**src/rtl/chacha_block_counter_lanes.sv**
```systemverilog
// chacha_block_counter_lanes
//   Hands out ChaCha20 block counters to LANES parallel cores. Each batch
//   carries LANES consecutive counter values and is offered on a valid/ready
//   handshake. With WRAP_MODE=0 the counter stops at its top value and is
//   never reused. With WRAP_MODE=1 it wraps modulo 2^CTR_W.
//
// Ports
//   clk           rising-edge system clock
//   rst_n         asynchronous active-low reset
//   init          synchronous pulse: load init_ctr, clear statistics, start issuing
//   init_ctr      first counter value of the first batch
//   ctr_ready     core array accepts the current batch
//   ctr_valid     a batch is present on ctr_lanes
//   ctr_lanes     lane i at [i*CTR_W +: CTR_W] = ctr_base + i (mod 2^CTR_W)
//   lane_mask     bit i set when lane i has not run past the counter top
//   exhausted     sticky flag: counter space used up (WRAP_MODE=0 only)
//   wrapped       one-cycle pulse after accepting a batch whose base+LANES carried
//   blocks_issued usable lanes accepted since init, saturating at 0xFFFFFFFF

module chacha_block_counter_lanes #(
    parameter int CTR_W     = 32,
    parameter int LANES     = 4,
    parameter int WRAP_MODE = 0
) (
    input  logic                   clk,
    input  logic                   rst_n,
    input  logic                   init,
    input  logic [CTR_W-1:0]       init_ctr,
    input  logic                   ctr_ready,
    output logic                   ctr_valid,
    output logic [LANES*CTR_W-1:0] ctr_lanes,
    output logic [LANES-1:0]       lane_mask,
    output logic                   exhausted,
    output logic                   wrapped,
    output logic [31:0]            blocks_issued
);

    typedef enum logic [1:0] {
        IDLE      = 2'd0,
        RUN       = 2'd1,
        EXHAUSTED = 2'd2
    } state_t;

    state_t           state;
    state_t           state_next;
    logic [CTR_W-1:0] ctr_base;
    logic [CTR_W:0]   base_sum;
    logic             base_carry;
    logic             accept;
    logic             stop_here;
    logic [4:0]       usable;
    logic [32:0]      blocks_sum;
    logic [CTR_W:0]   lane_sum [LANES];

    // The sums are one bit wider than the counter. The top bit tells whether
    // a lane, or the next base, ran past 2^CTR_W-1.
    for (genvar i = 0; i < LANES; i++) begin : g_lane_sum
        assign lane_sum[i] = {1'b0, ctr_base} + (CTR_W+1)'(i);
    end

    assign base_sum   = {1'b0, ctr_base} + (CTR_W+1)'(LANES);
    assign base_carry = base_sum[CTR_W];
    assign accept     = (state == RUN) && ctr_ready;
    assign stop_here  = (WRAP_MODE == 0) && base_carry;
    assign ctr_valid  = (state == RUN);
    assign exhausted  = (state == EXHAUSTED);

    // Lanes and mask depend only on registered state, so they stay stable
    // under backpressure. They are not driven from ctr_ready. Outside RUN
    // they read zero.
    always_comb begin
        ctr_lanes = '0;
        lane_mask = '0;
        if (state == RUN) begin
            for (int i = 0; i < LANES; i++) begin
                ctr_lanes[i*CTR_W +: CTR_W] = lane_sum[i][CTR_W-1:0];
                lane_mask[i] = (WRAP_MODE != 0) || !lane_sum[i][CTR_W];
            end
        end
    end

    always_comb begin
        usable = '0;
        for (int i = 0; i < LANES; i++) begin
            usable = usable + 5'(lane_mask[i]);
        end
    end

    assign blocks_sum = {1'b0, blocks_issued} + 33'(usable);

    always_ff @(posedge clk or negedge rst_n) begin
        if (!rst_n) begin
            state <= IDLE;
        end else begin
            state <= state_next;
        end
    end

    // init wins from every state. The only other move is RUN -> EXHAUSTED,
    // taken when an accepted batch leaves no counter values in stop mode.
    always_comb begin
        state_next = state;
        if (init) begin
            state_next = RUN;
        end else if (accept && stop_here) begin
            state_next = EXHAUSTED;
        end
    end

    // On an init edge a coincident accept is discarded: it does not count
    // and does not advance the base.
    always_ff @(posedge clk or negedge rst_n) begin
        if (!rst_n) begin
            ctr_base      <= '0;
            blocks_issued <= '0;
            wrapped       <= 1'b0;
        end else if (init) begin
            ctr_base      <= init_ctr;
            blocks_issued <= '0;
            wrapped       <= 1'b0;
        end else begin
            wrapped <= 1'b0;
            if (accept) begin
                blocks_issued <= blocks_sum[32] ? 32'hFFFF_FFFF : blocks_sum[31:0];
                if (!stop_here) begin
                    ctr_base <= base_sum[CTR_W-1:0];
                    wrapped  <= base_carry;
                end
            end
        end
    end

endmodule

```
**config.mk**
```make
export PLATFORM = sky130hd
export DESIGN_NAME = chacha_block_counter_lanes
export DESIGN_NICKNAME = d
export VERILOG_FILES = /design/src/rtl/chacha_block_counter_lanes.sv
export SDC_FILE = /design/constraint.sdc
export NUM_CORES = 1
export LEC_CHECK = 0
export ABC_AREA = 1
export CAP_MARGIN = 20
export CELL_PAD_IN_SITES_DETAIL_PLACEMENT = 1
export CELL_PAD_IN_SITES_GLOBAL_PLACEMENT = 2
export CORE_AREA = 2 2 178 180
export CTS_BUF_LIST = sky130_fd_sc_hd__clkbuf_8
export CTS_CLUSTER_DIAMETER = 200
export CTS_CLUSTER_SIZE = 10
export DETAILED_ROUTE_END_ITERATION = 8
export DIE_AREA = 0 0 180 182
export PLACE_DENSITY_LB_ADDON = 0.1
export SLEW_MARGIN = 5
export SYNTH_ARGS = -nofsm -noshare
export SYNTH_HDL_FRONTEND = slang
export SYNTH_SLANG_ARGS = --single-unit
```
**constraint.sdc**
```tcl
create_clock -name clk -period 3.5 [get_ports clk]
set_input_delay 0.875 -clock clk [delete_from_list [all_inputs] [get_ports clk]]
set_output_delay 0.875 -clock clk [all_outputs]
set_load 0.1 [all_outputs]
```
== After elaboration in Yosys (flattened, before gate mapping) ==
Index checks and enable logic that the tools add are counted.
Storage, ports and cells
  register bits after elaboration: 66
  bits in latches: 0
  RAM bits: 0
  ROM bits: 0
  input bits: 36
  output and inout port bits: 167
  word-level logic and storage cells: 32
  memories kept: 0
Operators by class
  add/sub/neg operators: 8
  multipliers: 0
  div/mod/pow operators: 0
  $lt $le $gt $ge: 0
  equality and inequality tests: 3
  shifts and indexed selects: 0
  mux-type cells: 10
  bitwise gates (word level): 0
  reductions and logical operators: 8
Operator list (count)
  $mux W32: 6
  $mux W128: 1
  $add A32 B2 Y33 const B: 2
  $add A32 B1 Y33 const B: 1
  $add A32 B3 Y33 const B: 1
  $add A32 B4 Y33: 1
  $add A3 B1 Y4: 1
  $mux W2: 2
  $mux W4: 1
  $reduce_bool A2 Y1: 2
  $add A2 B1 Y3: 1
  $logic_not A1 Y1: 3
  $add A1 B1 Y2: 1
  $eq A2 B1 Y1 const B: 1
  $eq A2 B2 Y1 const B: 1
  $logic_and A1 B1 Y1: 2
  $ne A2 B2 Y1 const B: 1
  $reduce_and A2 Y1: 1

== Logic depth before layout (Yosys ltp) ==
Gate-level depths: netlist of the first run.
  depth in word-level cells: 10
  depth in mapped cells: 22
  gate-level depth less buffers: 22

== Worst setup path before layout of the first run ==
OpenSTA, ideal clock, no wires.
  kind: reg-to-output
  start: reg ctr_base[1]
  end: out ctr_lanes[82]
  arrival time: 4420 ps
  required time: 2625 ps
  slack: -1795 ps
  stages on the path, launching flop included: 5
  buffers on the path: 0
  cells stage by stage: dfrtp_1 clkinv_1 nor2_1 inv_1 o21ai_0
Between the ends
  longest elaborated chain between the ends: 2
RTL lines
  from (decl): RTL line 46  | logic [CTR_W-1:0] ctr_base;
  from (signal assigned): RTL line 118  | ctr_base <= init_ctr;
  from (signal assigned): RTL line 126  | ctr_base <= base_sum[CTR_W-1:0];
  $add A32 B2 Y33: RTL line 58  | assign lane_sum[i] = {1'b0, ctr_base} + (CTR_W+1)'(i);
  $mux W128: RTL line 74  | if (state == RUN) begin
  to (decl): RTL line 31  | output logic [LANES*CTR_W-1:0] ctr_lanes,
No other way between the ends.

== Worst setup path in the final report of the first run ==
  start: reg ctr_base[3]
  end: out ctr_lanes[122]
Same word-level chain as after synthesis.

==> qor.txt, run 1 <==
STATUS
------------------------------------------------------------------------------------------------------
Run status .............................................................................. finished clean

CTS
------------------------------------------------------------------------------------------------------
Clk buf depth ...........................................................................            2
Clock transition at the register clock pins on the worst setup and hold paths after CTS .      0.09 ns
H-tree levels ...........................................................................            3
Clock network latency to the later pin of the worst-skew pair ...........................      0.39 ns
Clock tree from TritonCTS ...............................................................        built
Library cell used as clock root buffer .................................................. sky130_fd_sc_hd__clkbuf_8
Total clock buffers created by CTS ......................................................            9
Number of sinks handled by clock tree synthesis .........................................           66
Hold buffer count at cts ................................................................            0

PLACE
------------------------------------------------------------------------------------------------------
Placement-stage worst setup slack .......................................................    0.0376 ns
HPWL after detailed placement ........................................................... 28200 microns
Placed Cells ............................................................................         1796
Placed Instance Area ....................................................................  10600 sq um
Routability cong. .......................................................................        0.817
Port-buffer cells .......................................................................          201

DIE
------------------------------------------------------------------------------------------------------
I/O pin total ...........................................................................          203
Floorplan row count .....................................................................           65
Core ar. ................................................................................  31000 sq um
Die Y ...................................................................................  182 microns
Die ar. .................................................................................  32800 sq um
Die width ...............................................................................  180 microns
Starting density of the core ............................................................        21.7%

SYNTH
------------------------------------------------------------------------------------------------------
Leading register cell type out of synthesis ............................................. sky130_fd_sc_hd__dfrtp_1
Area contributors post-synth ............................................................ sky130_fd_sc_hd__dfrtp_1, sky130_fd_sc_hd__nand2_1, sky130_fd_sc_hd__nor2_1
Average footprint of a synthesized cell .................................................   5.78 sq um
Post-synth top area share ...............................................................        24.6%
Syn. warnings ...........................................................................            0
Nets in the synthesized netlist .........................................................         1208
Number of enable-type register cells in the synthesized netlist .........................            0
Summed instance area of the synthesized netlist .........................................   6720 sq um
Gate Count Post-Synth ...................................................................         1163
Top cell type by total area after synthesis ............................................. sky130_fd_sc_hd__dfrtp_1
Top-count cell post-synth ............................................................... sky130_fd_sc_hd__nand2_1
Top post-synthesis cells by count ....................................................... sky130_fd_sc_hd__nand2_1, sky130_fd_sc_hd__nor2_1, sky130_fd_sc_hd__inv_1
Number of flip-flops and latches in the synthesized netlist .............................           66
Count of different cell masters after synthesis .........................................           41
Async S/R FF share, synth ...............................................................         100%
Post-synthesis sequential area ratio ....................................................        24.6%

FINAL LAYOUT
------------------------------------------------------------------------------------------------------
Synthesis-to-finish area growth .........................................................        63.6%
Number of antenna repair diodes .........................................................            0
Final Net Count .........................................................................         1459
Final standard cell count with taps included and fillers excluded .......................         1821
Final std cell area, no fill ............................................................  11000 sq um
Fraction of final layout cells sized beyond drive strength 1 ............................        28.8%

TIMING
------------------------------------------------------------------------------------------------------
Setup slack after layout ................................................................    0.0690 ns
Max Slew Vio Count ......................................................................            0
RSZ-0062 raised after global routing ....................................................          yes
Actual transition at the worst max-transition pin .......................................     0.684 ns
Portion of the clock cycle consumed by the worst path in the final layout ...............        98.0%
Final-report setup violation count ......................................................            0
Endpoints failing hold ..................................................................            0
Maximum clock frequency .................................................................    0.291 GHz
Fin crit period .........................................................................      3.43 ns
Clock skew ..............................................................................    0.0193 ns
Slew Limit Headroom .....................................................................        54.4%

SETUP PATH
------------------------------------------------------------------------------------------------------
FF-to-FF setup slack ....................................................................      0.25 ns
End of the worst register-to-register path .............................................. blocks_issued[14]
Cell depth of the worst flop-to-flop path ...............................................           21
Type of element capturing the critical path ............................................. primary output
Peak fanout along the critical path .....................................................            5
Critical path class .....................................................................      reg2out
RR Startpoint ...........................................................................  ctr_base[3]
Data required, critical path ............................................................      2.62 ns
Type of element launching the critical path .............................................     register
Signal arrival time at the worst endpoint ...............................................      2.56 ns

GRT
------------------------------------------------------------------------------------------------------
Total routing usage reported by global routing ..........................................        21.5%
Vias in the first global route ..........................................................         8907
Maximum number of pins on one net before global-route repair ............................           77
Initial antenna violation count .........................................................            0
Remaining Overflow, GRT .................................................................            0
Global-route wire length before repair .................................................. 54100 microns

DRT
------------------------------------------------------------------------------------------------------
Detailed Routing Iterations Pass 1 ......................................................            4
# DRC ...................................................................................            0
Total vias in the final route ...........................................................         8495
Mean routed wirelength per cell ......................................................... 19.4 microns
Detailed-route wire length .............................................................. 35300 microns
Mean number of vias per cell ............................................................         4.67
Number of antenna-violating nets in the routed design ...................................            0
Iter 0 DRT Violations ...................................................................          351

POWER AND IR DROP
------------------------------------------------------------------------------------------------------
Power per cell area .....................................................................  417 nW/um^2
Static Leakage ..........................................................................      5.13 nW
Overall power of the completed layout ...................................................    0.00459 W
Peak VDD IR .............................................................................     0.194 mV

RUN
------------------------------------------------------------------------------------------------------
Number of max-cap violations ............................................................            0

HOLD PATH
------------------------------------------------------------------------------------------------------
Path type of the worst min-delay path ...................................................     in2async

-- how the worst max path moves through the flow --
stage | from | to | slack [ns]
finish | ctr_base[3] | ctr_lanes[122] | 0.07
CTS | ctr_base[1] | ctr_lanes[113] | -0.02
detailed placement | ctr_base[28] | blocks_issued[14] | 0.04
global placement | ctr_base[1] | ctr_lanes[113] | 0.08
global route | ctr_base[13] | ctr_lanes[59] | -0.009
floorplan | state[1] | ctr_lanes[74] | -0.16
-- layer usage --
metal  vias to the layer above  share of wire (%)  GRT usage (%)
met4                         0                2.1           6.11
met2                       173                 50           39.4
met3                        31                3.4           2.73
li1                       4173                  -              -
met1                      4118                 44           26.3
met5                         -                  0              0
-- sequential cells by signal, indices dropped and copies added (netlist names) --
name / count
blocks_issued: 32
ctr_base: 32
state: 2
-- cell families (layout without fill, tap and decap cells) --
| group | count (synthesis) | in the layout | synth area share (%) |
|---|---|---|---|
| xor+xnor | 41 | 41 | 5.35 |
| compound gates | 142 | 142 | 10.9 |
| other cells | 1 | 1 | 0.0558 |
| buf+inv | 163 | 419 | 10.1 |
| fa+ha+maj | 9 | 9 | 1.90 |
| flops | 66 | 66 | 24.6 |
| simple gates | 741 | 741 | 47.1 |
-- final cells by class --
cell class	instances	area [sq um]
Clock buffer	10	138
Timing Repair Buffer	288	3420
Sequential cell	66	1660
Inverter	115	439
Tap cell	402	503
Fill cell	3911	20000
Multi-Input combinational cell	934	4740
Clock inverter	6	88.8
-- power breakdown --
group / internal (W) / switching (W) / total (W) / leakage [nW]
registers: 0.000808 / 0.0000460 / 0.000854 / 0.851
logic: 0.000824 / 0.00210 / 0.00292 / 4.17
clock network: 0.000422 / 0.000386 / 0.000809 / 0.109
total: 0.00205 / 0.00253 / 0.00459 / 5.13
-- worst max-delay path, cell delays in order, from the launching register on --
cell	delay [ns]
sky130_fd_sc_hd__dfrtp_1	0.39
sky130_fd_sc_hd__ha_2	0.20
sky130_fd_sc_hd__inv_2	0.06
sky130_fd_sc_hd__nor2_4	0.14
sky130_fd_sc_hd__buf_4	0.16
sky130_fd_sc_hd__nand2_1	0.15
sky130_fd_sc_hd__nor2_1	0.29
sky130_fd_sc_hd__nand2_1	0.12
sky130_fd_sc_hd__xor2_1	0.32
sky130_fd_sc_hd__nor2_1	0.13
sky130_fd_sc_hd__buf_12	0.19
-- per-stage QoR --
stage,hold WS (ns),utilization (%),setup TNS [ns]
after CTS,0.545,35.0,-0.0250
after global routing,0.562,35.5,-0.0170
after global placement,0.551,34.1,0
final,0.510,35.5,0
after floorplan,0.484,-,-0.398
after detailed placement,0.550,34.1,0
-- layout by cell type (no fill, tap or decap), drive strengths merged --
master,netlist,final
a21boi,2,2
a21oi,50,50
a22oi,3,3
a31oi,5,5
buf,27,254
bufinv,0,2
clkbuf,21,10
clkdlybuf4s50,0,34
clkinv,1,2
clkinvlp,0,2
conb,1,1
dfrtp,66,66
fa,2,2
ha,7,7
inv,114,115
nand2,381,381
nand3,93,93
nand3b,7,7
nand4,10,10
nor2,209,209
nor3,31,31
nor3b,1,1
nor4,3,3
o21ai,79,79
o21bai,1,1
o22ai,2,2
or2,6,6
xnor2,5,5
xor2,36,36
-- timing repair --
| item | 4_1_cts | 5_1_grt |
|---|---|---|
| pin swaps | 2 | 5 |
| resized for setup | 13 | 31 |
| buffers inserted | 1 | 8 |
| setup endpoints to repair | 21 | 57 |
Power figures use the tool's default switching activity.
==> run 2, diff against run 1 <==
- CELL_PAD_IN_SITES_DETAIL_PLACEMENT: 1 -> not set
- CELL_PAD_IN_SITES_GLOBAL_PLACEMENT: 2 -> not set
- CORE_AREA: 2 2 178 180 -> 2 2 126 128
- CTS_BUF_LIST: sky130_fd_sc_hd__clkbuf_8 -> sky130_fd_sc_hd__clkbuf_4 sky130_fd_sc_hd__clkbuf_8
- DIE_AREA: 0 0 180 182 -> 0 0 128 130
- GPL_TIMING_DRIVEN: not set -> 0
- PLACE_DENSITY: not set -> 0.79
- PLACE_DENSITY_LB_ADDON: 0.1 -> not set
==> run 2 against run 1 <==
Non-clock buffer count decreased by 5. Via count grew 3.9%. Setup slack lost 0.046 ns. Critical endpoint is now ctr_lanes[102]. Largest cell class unchanged. Largest power group unchanged. Highest routed layer unchanged.
==> qor.txt, run 2 (synthesis results as in run 1) <==
POWER AND IR DROP
------------------------------------------------------------------------------------------------------
Peak VDD IR .............................................................................     0.232 mV   +20%
Sw frac .................................................................................        59.4%   +4.2 points
Switching power .........................................................................    0.00240 W   -5.2%
Overall power of the completed layout ...................................................    0.00404 W   -12%
Static Leakage ..........................................................................      4.58 nW   -11%
Clock network fraction of design power ..................................................        17.5%   about the same
Sequential share of power ...............................................................        21.4%   +2.8 points
Cell Int Power ..........................................................................    0.00164 W   -20%
Portion of total power attributed to combinational logic ................................        61.1%   -2.6 points
Power per cell area .....................................................................  419 nW/um^2   +0.40%

DIE
------------------------------------------------------------------------------------------------------
I/O pin total ...........................................................................          203   unchanged
Starting density of the core ............................................................        43.5%   +22 points
Die Y ...................................................................................  130 microns   -29%
Core ar. ................................................................................  15400 sq um   -50%
Floorplan row count .....................................................................           46   -29%
Die width ...............................................................................  128 microns   -29%
Die ar. .................................................................................  16600 sq um   -49%

GRT
------------------------------------------------------------------------------------------------------
Total routing usage reported by global routing ..........................................        35.9%   +14 points
Vias in the first global route ..........................................................         8118   -8.9%
Maximum number of pins on one net before global-route repair ............................           41   -47%
Remaining Overflow, GRT .................................................................            0   unchanged
Initial antenna violation count .........................................................            0   unchanged
Global-route wire length before repair .................................................. 45500 microns   -16%

TIMING
------------------------------------------------------------------------------------------------------
Clock skew ..............................................................................    0.0183 ns   -0.00103 ns
Max Slew Vio Count ......................................................................            0   unchanged
Endpoints failing hold ..................................................................            0   unchanged
Portion of the clock cycle consumed by the worst path in the final layout ...............        99.3%   +1.3 points
Actual transition at the worst max-transition pin .......................................      1.01 ns   +0.323 ns
Maximum clock frequency .................................................................    0.288 GHz   -1.3%
RSZ-0062 raised after global routing ....................................................          yes
Final-report setup violation count ......................................................            0   unchanged
Fin crit period .........................................................................      3.48 ns   +0.0462 ns
Slew Limit Headroom .....................................................................        32.7%   -22 points

CTS
------------------------------------------------------------------------------------------------------
Clock tree from TritonCTS ...............................................................        built
H-tree levels ...........................................................................            3   unchanged
Clk buf depth ...........................................................................            2   unchanged
Hold buffer count at cts ................................................................            0   unchanged
Number of sinks handled by clock tree synthesis .........................................           66   unchanged
Library cell used as clock root buffer .................................................. sky130_fd_sc_hd__clkbuf_8
Clock network latency to the later pin of the worst-skew pair ...........................      0.38 ns   about the same
Total clock buffers created by CTS ......................................................            9   unchanged
Clock transition at the register clock pins on the worst setup and hold paths after CTS .      0.09 ns   about the same

DRT
------------------------------------------------------------------------------------------------------
Detailed-route wire length .............................................................. 30500 microns   -14%
Mean routed wirelength per cell ......................................................... 19.0 microns   -1.9%
Detailed Routing Iterations Pass 1 ......................................................            5   +1
Total vias in the final route ...........................................................         8823   +3.9%
Number of antenna-violating nets in the routed design ...................................            0   unchanged
# DRC ...................................................................................            0   unchanged
Mean number of vias per cell ............................................................         5.50   +18%
Iter 0 DRT Violations ...................................................................          890   +150%

SETUP PATH
------------------------------------------------------------------------------------------------------
Signal arrival time at the worst endpoint ...............................................      2.60 ns   +0.04 ns
Startpoint of the worst setup timing path ...............................................     state[1]
Data required, critical path ............................................................      2.62 ns   about the same
Peak fanout along the critical path .....................................................           10   +5
Cell depth of the worst flop-to-flop path ...............................................           21   unchanged
RR Startpoint ...........................................................................  ctr_base[2]
Critical path class .....................................................................      reg2out
Type of element launching the critical path .............................................     register
Type of element capturing the critical path ............................................. primary output

FINAL LAYOUT
------------------------------------------------------------------------------------------------------
Final std cell area, no fill ............................................................   9640 sq um   -12%
Highest-count cells in the layout ignoring fill and taps ................................ sky130_fd_sc_hd__nand2_1, sky130_fd_sc_hd__nor2_1, sky130_fd_sc_hd__inv_1
Final Net Count .........................................................................         1454   -0.34%
Biggest registers after layout .......................................................... blocks_issued (32), ctr_base (32), state (2)
Fraction of final layout cells sized beyond drive strength 1 ............................        25.4%   -3.4 points
Filler instances ........................................................................         1563   -60%
Most common cell after layout, fill and taps aside ...................................... sky130_fd_sc_hd__nand2_1
Synthesis-to-finish area growth .........................................................        43.5%
Post-route core utilization .............................................................        62.5%   +27 points
Number of antenna repair diodes .........................................................            0   unchanged
Final standard cell count with taps included and fillers excluded .......................         1605   -12%

HOLD PATH
------------------------------------------------------------------------------------------------------
Path type of the worst min-delay path ...................................................     in2async

RUN
------------------------------------------------------------------------------------------------------
Number of max-cap violations ............................................................            0   unchanged

PLACE
------------------------------------------------------------------------------------------------------
HPWL after detailed placement ........................................................... 23300 microns   -18%
Placed Instance Area ....................................................................   9240 sq um   -13%
Routability cong. .......................................................................        0.998   +22%
Port-buffer cells .......................................................................          201   unchanged
Placed Cells ............................................................................         1557   -13%

STATUS
------------------------------------------------------------------------------------------------------
Run status .............................................................................. finished clean

-- run 2: changes by cell type in the layout (fill, tap and decap cells not counted), moves of 5 or more --
cell / previous run / this run
sky130_fd_sc_hd__buf_12: 93 / 1
sky130_fd_sc_hd__buf_2: 1 / 43
sky130_fd_sc_hd__buf_4: 158 / 59
sky130_fd_sc_hd__clkbuf_1: 0 / 9
sky130_fd_sc_hd__clkbuf_2: 0 / 32
sky130_fd_sc_hd__clkbuf_4: 0 / 22
sky130_fd_sc_hd__clkdlybuf4s15_2: 0 / 29
sky130_fd_sc_hd__clkdlybuf4s50_1: 34 / 73
sky130_fd_sc_hd__dlygate4sd2_1: 0 / 5
sky130_fd_sc_hd__nor2_2: 42 / 33
sky130_fd_sc_hd__nor2_4: 9 / 22
-- run 2: timing repair --
item / CTS / global route
setup endpoints to repair: 159 / 134
buffers inserted: 13 / 20
cloned: 0 / 0
resized for setup: 472 / 167
pin swaps: 6 / 10
-- run 2: metrics by stage --
step | TNS [ns] | setup slack (ns) | hold slack (ns)
5_1_grt | -2.14 | -0.143 | 0.459
6_report | 0 | 0.0228 | 0.432
4_1_cts | -0.00171 | -0.00171 | 0.437
2_1_floorplan | -0.398 | -0.159 | 0.484
3_3_place_gp | -122.19 | -1.31 | 0.505
3_5_place_dp | -56.78 | -0.655 | 0.512
-- run 2: routing by layer --
| metal | part of all wire, % | up-vias | GRT usage, % |
|---|---|---|---|
| li1 | - | 4175 | - |
| met1 | 39 | 3989 | 44.7 |
| met2 | 46 | 544 | 59.8 |
| met3 | 9.9 | 115 | 6.56 |
| met4 | 5.4 | 0 | 19.1 |
| met5 | 0 | - | 0 |
-- run 2: layout make-up --
class / count / area (sq um) / area share [%]
inverters: 115 / 448 / 4.65
plain buffers: 48 / 287 / 2.97
repair buffers: 235 / 1960 / 20.3
flip-flops and latches: 66 / 1660 / 17.2
well taps: 192 / 240 / 2.49
clock buffers: 12 / 159 / 1.65
clock inverters: 3 / 40.0 / 0.415
multi-input cells: 934 / 4850 / 50.3
-- run 2: path summary, 6_finish.rpt --
path,endpoint,slack [ns]
hold reg to reg,state[0],0.53
setup reg to reg,blocks_issued[9],0.02
hold / removal,ctr_base[15],0.43
min in group clk,state[0],0.53
max in group asynchronous,ctr_base[18],2.46
setup / recovery,ctr_lanes[102],0.02
-- run 2: worst max-delay path, stage by stage, from the launching register on --
cell and delay [ns]:
sky130_fd_sc_hd__dfrtp_1 0.36, sky130_fd_sc_hd__inv_1 0.09, sky130_fd_sc_hd__nand2_2 0.25, sky130_fd_sc_hd__inv_2 0.26
sky130_fd_sc_hd__clkbuf_2 0.33, sky130_fd_sc_hd__o21ai_0 0.14, sky130_fd_sc_hd__a21oi_1 0.20, sky130_fd_sc_hd__clkdlybuf4s15_2 0.59
-- run 2: power by group through the flow --
stage / Sequential (W) / Combinational (W) / Clock (W)
after floorplan: 0.000870 / 0.00188 / 0
after global placement: 0.000876 / 0.00249 / 0
after detailed placement: 0.000877 / 0.00250 / 0
after CTS: 0.000858 / 0.00245 / 0.000712
after global routing: 0.000867 / 0.00255 / 0.000746
final: 0.000864 / 0.00247 / 0.000708
